[src/rtl/mul_result_buffer.sv]
// ---------------------------------------------------------------------------
// mul_result_buffer: tracks multiplier issue tags and queues results in a
// credit-managed FIFO toward writeback.            Revision: 1.0
// ---------------------------------------------------------------------------
`default_nettype none

module mul_result_buffer #(
  parameter int WIDTH   = 32,
  parameter int TAG_W   = 5,
  parameter int LATENCY = 5,
  parameter int DEPTH   = 8
) (
  input  logic             clk,
  input  logic             rst_n,
  input  logic             issue_valid,
  output logic             issue_ready,
  input  logic [TAG_W-1:0] issue_tag,
  input  logic [WIDTH-1:0] mul_result,
  input  logic             mul_overflow,
  output logic             out_valid,
  input  logic             out_ready,
  output logic [WIDTH-1:0] out_result,
  output logic             out_overflow,
  output logic [TAG_W-1:0] out_tag
);

  localparam int C_CNT_W = $clog2(DEPTH + 1);
  localparam int C_PTR_W = (DEPTH > 1) ? $clog2(DEPTH) : 1;
  localparam logic [C_PTR_W-1:0] C_LAST_PTR = C_PTR_W'(DEPTH - 1);
  localparam logic [C_CNT_W:0]   C_DEPTH    = (C_CNT_W + 1)'(DEPTH);

  logic [LATENCY-1:0] r_pipe_v;
  logic [TAG_W-1:0]   r_pipe_tag [LATENCY];

  logic [WIDTH-1:0]   r_mem_result [DEPTH];
  logic               r_mem_ovf    [DEPTH];
  logic [TAG_W-1:0]   r_mem_tag    [DEPTH];

  logic [C_PTR_W-1:0] r_wr_ptr;
  logic [C_PTR_W-1:0] r_rd_ptr;
  logic [C_CNT_W-1:0] r_count;

  logic [C_CNT_W-1:0] w_inflight;
  logic               w_accept;
  logic               w_push;
  logic               w_pop;

  function automatic logic [C_PTR_W-1:0] f_next(input logic [C_PTR_W-1:0] p);
    return (p == C_LAST_PTR) ? '0 : p + C_PTR_W'(1);
  endfunction

  // Credit uses registered state only, so a same-cycle pop never frees a slot early.
  always_comb begin
    w_inflight = '0;
    for (int i = 0; i < LATENCY; i++) begin
      w_inflight = w_inflight + C_CNT_W'(r_pipe_v[i]);
    end
  end

  assign issue_ready = ({1'b0, w_inflight} + {1'b0, r_count}) < C_DEPTH;
  assign w_accept    = issue_valid && issue_ready;
  assign w_push      = r_pipe_v[LATENCY-1];
  assign w_pop       = out_valid && out_ready;

  always_ff @(posedge clk or negedge rst_n) begin
    if (!rst_n) begin
      r_pipe_v <= '0;
      for (int i = 0; i < LATENCY; i++) begin
        r_pipe_tag[i] <= '0;
      end
    end else begin
      r_pipe_v      <= {r_pipe_v[LATENCY-2:0], w_accept};
      r_pipe_tag[0] <= w_accept ? issue_tag : '0;
      for (int i = 1; i < LATENCY; i++) begin
        r_pipe_tag[i] <= r_pipe_tag[i-1];
      end
    end
  end

  always_ff @(posedge clk or negedge rst_n) begin
    if (!rst_n) begin
      r_wr_ptr <= '0;
      r_rd_ptr <= '0;
      r_count  <= '0;
    end else begin
      if (w_push) r_wr_ptr <= f_next(r_wr_ptr);
      if (w_pop)  r_rd_ptr <= f_next(r_rd_ptr);
      case ({w_push, w_pop})
        2'b10:   r_count <= r_count + C_CNT_W'(1);
        2'b01:   r_count <= r_count - C_CNT_W'(1);
        default: r_count <= r_count;
      endcase
    end
  end

  // Storage needs no reset: the head is gated by out_valid.
  always_ff @(posedge clk) begin
    if (w_push) begin
      r_mem_result[r_wr_ptr] <= mul_result;
      r_mem_ovf[r_wr_ptr]    <= mul_overflow;
      r_mem_tag[r_wr_ptr]    <= r_pipe_tag[LATENCY-1];
    end
  end

  assign out_valid    = (r_count != '0);
  assign out_result   = out_valid ? r_mem_result[r_rd_ptr] : '0;
  assign out_overflow = out_valid ? r_mem_ovf[r_rd_ptr]    : 1'b0;
  assign out_tag      = out_valid ? r_mem_tag[r_rd_ptr]    : '0;

endmodule

`default_nettype wire
[config.mk]
export PLATFORM = sky130hd
export DESIGN_NAME = mul_result_buffer
export DESIGN_NICKNAME = d
export VERILOG_FILES = /design/src/rtl/mul_result_buffer.sv
export SDC_FILE = /design/constraint.sdc
export NUM_CORES = 1
export LEC_CHECK = 0
export ABC_AREA = 1
export CAP_MARGIN = 30
export CORE_MARGIN = 5
export CORE_UTILIZATION = 60
export DETAILED_ROUTE_END_ITERATION = 16
export GPL_TIMING_DRIVEN = 0
export PLACE_DENSITY_LB_ADDON = 0.15
export SYNTH_ARGS = -nofsm -noshare
export SYNTH_HDL_FRONTEND = slang
export SYNTH_SLANG_ARGS = --single-unit
[constraint.sdc]
create_clock -name clk -period 3.8 [get_ports clk]
set_clock_uncertainty 0.15 [all_clocks]
set_input_delay 0.38 -clock clk [delete_from_list [all_inputs] [get_ports clk]]
set_output_delay 0.38 -clock clk [all_outputs]
set_load 0.02 [all_outputs]
==> flow_metrics.env <==
export IMPL_critPathLaunch="r_pipe_v[0]"
export IMPL_grt_start_max_net_pins=41
export IMPL_fp_dieW_um=167
export IMPL_maxCapViolations=0
export IMPL_yosysSeqAreaShare_pct=68.5
export IMPL_initial_utilization_pct=60.8
export IMPL_insertion_delay_ps=530
export IMPL_postPlaceCellArea_um2=16200
export IMPL_grt_overflow_total=0
export IMPL_ant_nets=0
export IMPL_finalHoldViolations=0
export IMPL_vias_per_cell=5.21
export IMPL_crit_family="adder cells"
export IMPL_pin_count=82
export IMPL_yosysTopAreaCell="edfxtp_1"
export IMPL_die_h_um=167
export IMPL_synth_top_family_by_area="simple AND/OR/NAND/NOR gates"
export IMPL_tns_ps=0
export IMPL_grt_antenna_before_repair=1
export IMPL_syn_area_um2=14800
export IMPL_dr_pass1_iters=6
export IMPL_netlist_top_cells_area="edfxtp_1 (62%), nand2_1 (10%), inv_1 (8.2%)"
export IMPL_cts_sinks=344
export IMPL_hold_depth=0
export IMPL_crit_path_end_kind="output pin"
export IMPL_grt_first_pass_wirelength_um=53100
export IMPL_wire_per_inst_um=17.4
export IMPL_drv_slew=0
export IMPL_path_buf_inv=3
export IMPL_syn_to_final_growth_pct=18.2
export IMPL_dp_hpwl_um=20800
export IMPL_drt_iter0_drc=973
export IMPL_max_slew_worst_pin_slew_ps=1010
export IMPL_tritoncts="yes"
export IMPL_drc=0
export IMPL_ys_types=23
export IMPL_synth_seq_cells=344
export IMPL_power_mw=14.0
export IMPL_final_nets=1637
export IMPL_critical_path_arrival_ps=3070
export IMPL_reg2reg_slack_ps=1160
export IMPL_path_max_fanout=2
export IMPL_cp_slowest_cell="clkdlybuf4s50_1"
export IMPL_gp_congestion=0.787
export IMPL_grt_pass1_vias=9940
export IMPL_clk_pin_slew_ps=60
export IMPL_leakagePower_nw=7.98
export IMPL_syn_area_per_cell_um2=10.2
export IMPL_htreeDepth=2
export IMPL_yosys_warnings=0
export IMPL_finalSetupViolations=0
export IMPL_crit_end="issue_ready"
export IMPL_r2r_cells=11
export IMPL_pre_cts_slack_ps=716
export IMPL_reg2reg_from="r_count[0]"
export IMPL_required_ps=3270
export IMPL_finalCritPeriodShare_pct=94.7
export IMPL_synth_adder_area_share_pct=1.25
export IMPL_cp_depth=11
export IMPL_slew_headroom_pct=32.6
export IMPL_wl_um=33600
export IMPL_power_density_nw_per_um2=802
export IMPL_netlist_instances=1454
export IMPL_critPathKind="reg -> out"
export IMPL_ctsResizeCount=0
export IMPL_max_stage_delay_ps=610
export IMPL_vdd_ir_drop_max_uv=581
export IMPL_fmax_ghz=0.278
export IMPL_fin_crit_ps=3600
export IMPL_yosys_area_share_xor_xnor_pct=0.119
export IMPL_drive_gt1_share_pct=7.09
export IMPL_status="finished clean"
export IMPL_synth_top_cell_area_share_pct=61.8
export IMPL_syn_nets=1509
export IMPL_cts_buffers_inserted=35
export IMPL_port_buffers=81
export IMPL_hp_class="reg -> reg"
export IMPL_yosys_area_share_simple_pct=19.4
export IMPL_crit_top_cell="nand2_1"
export IMPL_min_from="r_pipe_tag[8]"
export IMPL_clock_path_buffers=3
export IMPL_vias=10100
export IMPL_setup_ws_ps=201
export IMPL_hold_slack_ps=188
export IMPL_muxShareOfSynthArea_pct=0
export IMPL_rsz0062_at_grt="false"
export IMPL_r2r_end="r_count[3]"
export IMPL_dieArea_um2=27900
export IMPL_grt_usage_pct=24.4
export IMPL_clock_root_buffer="clkbuf_16"
export IMPL_num_rows=57
export IMPL_setup_worst_path_start_class="register"
export IMPL_core_area_um2=24300
export IMPL_final_area_um2=17500
export IMPL_worstPathCellList="fa_1 > inv_1 > fa_1 > inv_1 > ha_1 > nand2_1 > o21bai_1 > nand2_1 > nand2_1 > nor2_1 > clkdlybuf4s50_1"
export IMPL_synth_compound_area_share_pct=0.313
[cells in the final DEF (no fill, tap or decap), types with 8 or more instances in the layout]
cell type / netlist / layout
buf_2: 37 / 38
nor2_4: 0 / 8
clkbuf_16: 0 / 40
inv_1: 324 / 324
dfrtp_1: 40 / 40
nand2_1: 409 / 409
ha_1: 10 / 10
clkdlybuf4s50_1: 0 / 80
clkbuf_1: 19 / 30
edfxtp_1: 304 / 304
nand3_1: 193 / 193
nor2_1: 94 / 86
[per-layer routing]
layer  global-route usage [%]  vias to the layer above  share of wire [%]
li1                         -                     4795                  -
met1                     31.9                     4734                 39
met2                     41.1                      457                 49
met3                     4.55                       89                8.4
met4                     9.04                        0                3.4
met5                        0                        -                  0
[area by class of cell]
class                      count  area [µm²]
fill                        1638        6850
clock inverter                11         141
multi-input combinational    721        3180
buffer                        63         307
clock buffer                  52        1060
inverter                     326        1230
antenna                        1        2.50
tap                          324         405
timing repair buffer          91        1030
sequential                   344       10100
[registers in the layout (all words and copies together), names as in the netlist]
register and flops:
r_count 4, r_rd_ptr 3, r_pipe_tag 25, r_mem_result 256
r_wr_ptr 3, r_mem_ovf 8, r_pipe_v 5, r_mem_tag 40
[cells in the mapped netlist, drive strengths merged]
cell    number
fa           3
a21boi       1
or2          2
clkbuf      20
o21ai        5
inv        326
edfxtp     304
nand3      193
o21bai       1
o22ai        1
nor2        94
xor2         1
ha          10
nand2      409
dfrtp       40
buf         43
xnor2        1
[per-stage QoR]
| step | std cells | utilization (%) |
|---|---|---|
| 6_report | 1933 | 71.8 |
| 5_1_grt | 1933 | 71.8 |
| 4_1_cts | 1931 | 71.7 |
| 3_5_place_dp | 1867 | 66.8 |
| 3_3_place_gp | 1859 | 65.8 |
| 2_1_floorplan | 1454 | - |
[power by group]
part / switching [mW] / total (mW) / leakage [nW] / internal [mW]
registers: 0.184 / 4.87 / 3.28 / 4.68
logic: 3.65 / 5.62 / 4.12 / 1.97
clock network: 1.39 / 3.53 / 0.583 / 2.14
[worst min-delay path by stage]
stage | to | slack [ps]
finish | r_pipe_tag[3] | 190
global route | r_pipe_tag[0] | 200
CTS | r_pipe_tag[3] | 200
detailed placement | r_pipe_tag[7] | 180
global placement | r_pipe_tag[7] | 180
floorplan | r_count[0] | -70
[kinds of logic after synthesis]
logic type	after synthesis
and+or+nand+nor	698
buffers and inverters	389
AOI/OAI and AO/OA	8
DFF	344
adders and majority gates	13
xor gates and xnor gates	2
[repair_timing]
item,in CTS,in global routing
setup buffers,0,0
hold buffers,1,0
endpoints found under the hold margin,40,0
Note: power is estimated with default switching activity, not from simulation.
